`src/rtl/cfu_mac_sequencer.sv`:
```
// cfu_mac_sequencer: upstream driver for the multiply/accumulate CFU.
// Turns a packet of 32-bit operand pairs (terminated by in_last) into one
// clear command followed by one MAC command per pair, keeping exactly one CFU
// command outstanding, and returns the final accumulator and beat count.
//
// Ports:
//   clk, reset                 clock, synchronous active-high reset
//   in_valid/in_ready          operand pair handshake (in_a, in_b, in_last)
//   cfu_cmd_valid/ready        CFU command handshake (function_id, inputs_0/1)
//   cfu_rsp_valid/ready        CFU response handshake (outputs_0)
//   out_valid/out_ready        job result handshake (out_result, out_count)
//   err_unexpected_rsp         sticky flag: CFU response outside a wait state
module cfu_mac_sequencer #(
    parameter int unsigned CNT_W     = 16,
    parameter logic [9:0]  FID_CLEAR = 10'h00B,
    parameter logic [9:0]  FID_MAC   = 10'h003
) (
    input  logic              clk,
    input  logic              reset,
    input  logic              in_valid,
    output logic              in_ready,
    input  logic [31:0]       in_a,
    input  logic [31:0]       in_b,
    input  logic              in_last,
    output logic              cfu_cmd_valid,
    input  logic              cfu_cmd_ready,
    output logic [9:0]        cfu_cmd_function_id,
    output logic [31:0]       cfu_cmd_inputs_0,
    output logic [31:0]       cfu_cmd_inputs_1,
    input  logic              cfu_rsp_valid,
    output logic              cfu_rsp_ready,
    input  logic [31:0]       cfu_rsp_outputs_0,
    output logic              out_valid,
    input  logic              out_ready,
    output logic [31:0]       out_result,
    output logic [CNT_W-1:0]  out_count,
    output logic              err_unexpected_rsp
);

    typedef enum logic [2:0] {
        IDLE      = 3'd0,
        CLR_ISSUE = 3'd1,
        CLR_WAIT  = 3'd2,
        FETCH     = 3'd3,
        MAC_ISSUE = 3'd4,
        MAC_WAIT  = 3'd5,
        DONE      = 3'd6
    } state_t;

    state_t            state;
    state_t            state_n;
    logic [CNT_W-1:0]  beat_cnt;
    logic              last_q;

    // State register
    always_ff @(posedge clk) begin
        if (reset) begin
            state <= IDLE;
        end else begin
            state <= state_n;
        end
    end

    // Next-state logic
    always_comb begin
        state_n = state;
        case (state)
            IDLE:      if (in_valid)      state_n = CLR_ISSUE;
            CLR_ISSUE: if (cfu_cmd_ready) state_n = CLR_WAIT;
            CLR_WAIT:  if (cfu_rsp_valid) state_n = FETCH;
            FETCH:     if (in_valid)      state_n = MAC_ISSUE;
            MAC_ISSUE: if (cfu_cmd_ready) state_n = MAC_WAIT;
            MAC_WAIT:  if (cfu_rsp_valid) state_n = last_q ? DONE : FETCH;
            DONE:      if (out_ready)     state_n = IDLE;
            default:                      state_n = IDLE;
        endcase
    end

    // Handshake flags registered from the next state so each one is a pure
    // function of the current state with no input-to-output path.
    always_ff @(posedge clk) begin
        if (reset) begin
            in_ready      <= 1'b0;
            cfu_cmd_valid <= 1'b0;
            cfu_rsp_ready <= 1'b0;
            out_valid     <= 1'b0;
        end else begin
            in_ready      <= (state_n == FETCH);
            cfu_cmd_valid <= (state_n == CLR_ISSUE) || (state_n == MAC_ISSUE);
            cfu_rsp_ready <= (state_n == CLR_WAIT)  || (state_n == MAC_WAIT);
            out_valid     <= (state_n == DONE);
        end
    end

    // Command payload, beat counter and result capture. The payload is only
    // written on the transitions into an ISSUE state, so it stays frozen
    // for as long as cfu_cmd_valid is held.
    always_ff @(posedge clk) begin
        if (reset) begin
            cfu_cmd_function_id <= '0;
            cfu_cmd_inputs_0    <= '0;
            cfu_cmd_inputs_1    <= '0;
            last_q              <= 1'b0;
            beat_cnt            <= '0;
            out_result          <= '0;
            out_count           <= '0;
        end else begin
            case (state)
                IDLE: begin
                    beat_cnt <= '0;
                    if (in_valid) begin
                        cfu_cmd_function_id <= FID_CLEAR;
                        cfu_cmd_inputs_0    <= '0;
                        cfu_cmd_inputs_1    <= '0;
                    end
                end
                FETCH: begin
                    if (in_valid) begin
                        cfu_cmd_function_id <= FID_MAC;
                        cfu_cmd_inputs_0    <= in_a;
                        cfu_cmd_inputs_1    <= in_b;
                        last_q              <= in_last;
                        // Saturate rather than wrap
                        if (beat_cnt != {CNT_W{1'b1}}) begin
                            beat_cnt <= beat_cnt + CNT_W'(1);
                        end
                    end
                end
                MAC_WAIT: begin
                    if (cfu_rsp_valid && last_q) begin
                        out_result <= cfu_rsp_outputs_0;
                        out_count  <= beat_cnt;
                    end
                end
                default: ;
            endcase
        end
    end

    // Sticky protocol error: a response arriving while no command is pending
    always_ff @(posedge clk) begin
        if (reset) begin
            err_unexpected_rsp <= 1'b0;
        end else if (cfu_rsp_valid && (state != CLR_WAIT) && (state != MAC_WAIT)) begin
            err_unexpected_rsp <= 1'b1;
        end
    end

endmodule

```
`config.mk`:
```
export PLATFORM = sky130hd
export DESIGN_NAME = cfu_mac_sequencer
export DESIGN_NICKNAME = d
export VERILOG_FILES = /design/src/rtl/cfu_mac_sequencer.sv
export SDC_FILE = /design/constraint.sdc
export NUM_CORES = 1
export LEC_CHECK = 0
export CORE_MARGIN = 2
export CORE_UTILIZATION = 39
export CTS_CLUSTER_DIAMETER = 60
export DETAILED_ROUTE_END_ITERATION = 16
export GPL_TIMING_DRIVEN = 1
export PLACE_DENSITY = 0.79
export SLEW_MARGIN = 40
export SYNTH_ARGS = -nofsm -noshare
export SYNTH_HDL_FRONTEND = slang
export SYNTH_SLANG_ARGS = --single-unit
```
`constraint.sdc`:
```
create_clock -name clk -period 1.6 [get_ports clk]
set_input_delay 0.16 -clock clk [delete_from_list [all_inputs] [get_ports clk]]
set_output_delay 0.16 -clock clk [all_outputs]
set_load 0.02 [all_outputs]
```
[Yosys cells after proc, flatten, opt, wreduce, memory -nomap -nowiden]
Cells that the tools add are included.
Storage, ports and cells
  flip-flop bits (word level): 147
  bits in latches: 0
  bits in writable memories: 0
  ROM bits: 0
  input bits: 103
  word-level logic and storage cells: 63
  memories: 0
Operators by class
  $add $sub $neg: 1
  $mul: 0
  divide/modulo/power cells: 0
  $lt $le $gt $ge: 0
  eq/ne operators: 18
  shifts and indexed selects: 0
  muxes and demuxes: 20
  bitwise logic cells: 0
  reduce and logical (&&, ||, !) cells: 11
Operators with widths (count)
  $pmux W32 S2: 2
  $mux W32: 3
  $mux W16: 2
  $pmux W16 S2: 1
  $mux W3: 8
  $pmux W3 S7: 1
  $mux W10: 2
  $pmux W10 S2: 1
  $eq A3 B3 Y1 const B: 6
  $add A16 B1 Y16 const B: 1
  $ne A16 B16 Y1 const B: 1
  $eq A3 B2 Y1 const B: 4
  $eq A3 B1 Y1 const B: 2
  $ne A2 B2 Y1 const B: 3
  $reduce_and A3 Y1: 2
  $reduce_and A2 Y1: 2
  $logic_and A1 B1 Y1: 3
  $logic_not A3 Y1: 1
  $ne A3 B2 Y1 const B: 1
  $ne A3 B3 Y1 const B: 1
  $logic_or A1 B1 Y1: 2
  $reduce_bool A2 Y1: 1

[Longest topological paths before layout]
  depth in word-level cells: 5
  mapped depth: 8
  depth with buffers taken out: 6

[Worst setup path after synthesis]
OpenSTA, ideal clock, no wires.
  path type: register to register
  start: reg beat_cnt[0]
  end: reg beat_cnt[8]
  setup time: 134 ps
  data arrival time: 1423 ps
  required time: 1466 ps
  slack: 44 ps
  cell stages (with the launch flop): 8
  cells stage by stage: dfxtp_1 ha_1 and3_1 buf_2 and3_1 nand3_1 a31oi_1 a21oi_1
Between the ends
  cells in the longest elaborated chain, start to end: 4
RTL lines
  start, declared: RTL line 52  | logic [CNT_W-1:0] beat_cnt;
  start signal, assigned: RTL line 125  | beat_cnt <= beat_cnt + CNT_W'(1);
  $add A16 B1 Y16: RTL line 125
  $mux W16: RTL line 124  | if (beat_cnt != {CNT_W{1'b1}}) begin
  $mux W16: RTL line 118  | if (in_valid) begin
  $pmux W16 S2: RTL line 108  | case (state)
Several ways; a longest one is shown, not always the timed one. The select of a mux whose other input is x is not followed.
A chain may end at the register's enable or synchronous reset.

[Final worst setup path]
  start: reg state[1]
  end: reg cfu_cmd_inputs_1[22]
Between the ends
  cells in the longest elaborated chain, start to end: 3
RTL lines
  start, declared: RTL line 50  | state_t state;
  start signal, assigned: RTL line 60  | state <= state_n;
  $eq A3 B2 Y1 / $logic_not A3 Y1 (equally long branches): RTL line 108
  $ne A2 B2 Y1 (no line) / $reduce_bool A2 Y1 (equally long branches)
  $reduce_and A3 Y1 (no line)
  end signal, assigned: RTL line 121  | cfu_cmd_inputs_1 <= in_b;
  end, declared: RTL line 29  | output logic [31:0] cfu_cmd_inputs_1,
Several ways; a longest one is shown, not always the timed one.

==> impl_metrics.py <==
metrics = {
    "status": {
        "outcome": "finished, final reports clean",
    },
    "route": {
        "wl_um": 17400,
        "vias": 5429,
        "drt-wirelength-per-cell_um": 16.3,
        "drc": 0,
        "first_iter_violations": 234,
        "vias_per_cell": 5.10,
        "ant_nets": 0,
        "drtPass1Iterations": 4,
    },
    "worst_setup_path": {
        "path_class": "flip-flop to flip-flop",
        "crit_required_ns": 1.88,
        "cp-start-kind": "flip-flop",
        "arrival_ns": 1.88,
        "critical_path.endpoint_type": "flip-flop",
        "crit_fanout": 8,
    },
    "yosys": {
        "synth_edf_count": 0,
        "post_synth.cell_area_avg_um2": 9.07,
        "syn_area_um2": 5600,
        "async_flop_share_pct": 0,
        "synth_common_cells": "139 x dfxtp_1, 112 x nand2_1, 78 x nor2_1",
        "synth_most_common_cell": "dfxtp_1",
        "ys_seq_area_share_pct": 49.7,
        "synth_area_leader_cell": "dfxtp_1",
        "synth_flop_cell": "dfxtp_1",
        "syn_inst": 617,
        "synth_cell_types": 54,
        "yosysTopAreaCellShare_pct": 49.7,
        "ys_warn_count": 0,
        "synth_seq_cells": 139,
        "ys_top_cells_by_area": "dfxtp_1 50%, a22oi_2 11%, nand2_1 7.5%",
    },
    "pwr": {
        "intPower_mw": 6.20,
        "peakVddDrop_uv": 742,
        "clockPowerShare_pct": 42.7,
        "p_comb_share_pct": 14.8,
        "p_per_area_nw_per_um2": 904,
        "leakagePower_nw": 3.47,
        "pwr-share-seq_pct": 42.6,
        "p_switching_mw": 2.11,
        "power_mw": 8.31,
        "swShare_pct": 25.4,
    },
    "global_routing": {
        "met2_usage_pct": 33.2,
        "grt_pass1_vias": 4924,
        "grt_start_max_net_pins": 51,
        "use_met3_pct": 8.52,
        "gr-usage-met1_pct": 22.6,
        "grt_usage_pct": 19.8,
        "grt_pass1_wl_um": 23800,
        "antenna_found_initial": 0,
        "overflow": 0,
        "busiest_layer": "met2",
    },
    "timing": {
        "maxClockFrequency_mhz": 628,
        "slew_violations": 0,
        "tightest_slew_ns": 0.528,
        "min_period_ns": 1.59,
        "rsz0062_at_grt": "true",
        "hold_viol": 0,
        "relSlewSlack_pct": 64.8,
        "fin_skew_ns": 0.00818,
        "finalSetupViolCount": 0,
        "finalCritPeriodShare_pct": 99.5,
    },
    "cells_and_area": {
        "drive_above_1_share_pct": 22.5,
        "multi_input_area_um2": 2680,
        "final_util_pct": 66.0,
        "seq_area_um2": 2790,
        "syn2layout_area_growth_pct": 64.2,
        "antenna_cells": 0,
        "fin_nets": 976,
        "nFillCells": 1066,
    },
    "clock_network": {
        "insertion_delay_ns": 0.41,
        "clk_pin_slew_ns": 0.06,
        "holdBufCountCts": 0,
        "cts_root_buf": "clkbuf_16",
        "cts.sink_count": 139,
        "htreeDepth": 4,
        "cts_tree": "done",
        "numCtsBuffers": 17,
        "cts_buffer_depth": 2,
    },
    "job": {
        "maxCapViolations": 0,
    },
    "floorplanning": {
        "initial_core_util_pct": 40.2,
        "die_w_um": 124,
        "row_count": 43,
        "coreArea_um2": 13900,
        "die-area_um2": 15300,
        "die_h_um": 124,
        "ios": 230,
    },
    "placed_design": {
        "numPortBuffers": 222,
        "gp_congestion": 0.766,
        "dp.final_hpwl_um": 11000,
    },
    "worst_hold_path": {
        "hold_class": "primary input to flip-flop",
    },
}
## per-layer routing
metal,vias to the layer above,wire (µm)
met5,-,0
met4,0,279
met3,25,1690
met2,206,8420
met1,2549,7020
li1,2649,-
## power groups by stage
stage	clock [mW]	combinational, mW	sequential [mW]
floorplan	0	0.459	3.65
global route	3.76	1.30	3.54
finish	3.55	1.23	3.54
global placement	0	0.916	3.61
CTS	3.61	0.983	3.54
detailed placement	0	0.918	3.61
## registers in the layout, indices dropped and copies added (netlist names)
name	cells
out_valid	1
cfu_cmd_function_id	2
beat_cnt	16
cfu_cmd_inputs_1	32
cfu_cmd_valid	1
last_q	1
out_result	32
in_ready	1
out_count	16
err_unexpected_rsp	1
cfu_cmd_inputs_0	32
state	3
cfu_rsp_ready	1
## per-stage QoR
step / setup slack (ns) / area (µm²) / instances / TNS, ns / hold slack, ns
floorplan: 0.0436 / 5620 / 623 / 0 / 0.295
global placement: -0.295 / 8170 / 1015 / -19.63 / 0.429
detailed placement: -0.369 / 8170 / 1015 / -23.54 / 0.434
CTS: 0.00378 / 8750 / 1048 / 0 / 0.00285
global route: -0.0534 / 9190 / 1065 / -0.680 / 0.0340
finish: 0.00737 / 9190 / 1065 / 0 / 0.0234
## path summary, 6_finish.rpt
kind | from | slack (ns) | depth (start not counted) | to
worst min-delay path | reset | 0.02 | 2 | beat_cnt[8]$_SDFFE_PP0P_
worst max register to register | state[1]$_SDFF_PP0_ | 0.007 | 5 | cfu_cmd_inputs_1[22]$_SDFFE_PP0P_
worst min register to register | out_result[14]$_SDFFE_PP0P_ | 0.45 | 2 | out_result[14]$_SDFFE_PP0P_
worst max-delay path | state[1]$_SDFF_PP0_ | 0.007 | 5 | cfu_cmd_inputs_1[22]$_SDFFE_PP0P_
## layout make-up
cell class	instances	area share [%]
Clock buffer	22	5.05
Timing Repair Buffer	289	32.2
Clock inverter	10	0.749
Sequential cell	139	30.3
Inverter	4	0.163
Tap cell	180	2.45
Multi-Input combinational cell	421	29.1
## cell families after synthesis
kind of cell	share of synthesized area, %
compound gates	24.2
xor+xnor	0.156
fa+ha+maj	0.223
buf+inv	6.70
flops	49.7
mux	0.201
other cells	0.0670
simple gates	18.8
## critical path: stages, from the launching register on
cell	delay, ns
dfxtp_2	0.34
and2b_4	0.20
or3_4	0.48
clkbuf_16	0.21
a22oi_2	0.17
nor2_1	0.05
## timing repair
action                                  4_1_cts  5_1_grt
endpoints found under the setup margin       81       87
gates cloned                                  1        9
setup buffers                                 0        8
gates resized for setup                      15       64
endpoints found under the hold margin         0        0
pin swaps                                     0       59
## layout by cell type, fill, tap and decap left out, types with 2 or more instances in the layout
cell,instances
a211oi_2,2
clkbuf_16,22
buf_6,4
buf_16,2
and3_1,3
a211oi_1,2
nor2_1,76
nand4_1,9
or3_4,4
and2_1,3
nand3_1,9
dfxtp_2,4
nand2_1,109
buf_12,5
o31ai_1,3
a22oi_2,64
conb_1,7
o21ai_0,6
nand2_2,2
clkdlybuf4s50_1,201
dfxtp_1,135
clkbuf_1,3
inv_1,4
and4_4,3
clkinv_2,4
nand2b_1,4
a21oi_1,59
o21ai_1,11
clkbuf_8,2
buf_4,50
o21ai_2,2
nor3_1,2
clkinv_4,2
nand3_2,2
dlymetal6s2s_1,13
dlygate4sd2_1,7
a31oi_1,9
clkinvlp_4,3
Power figures use the tool's default switching activity.
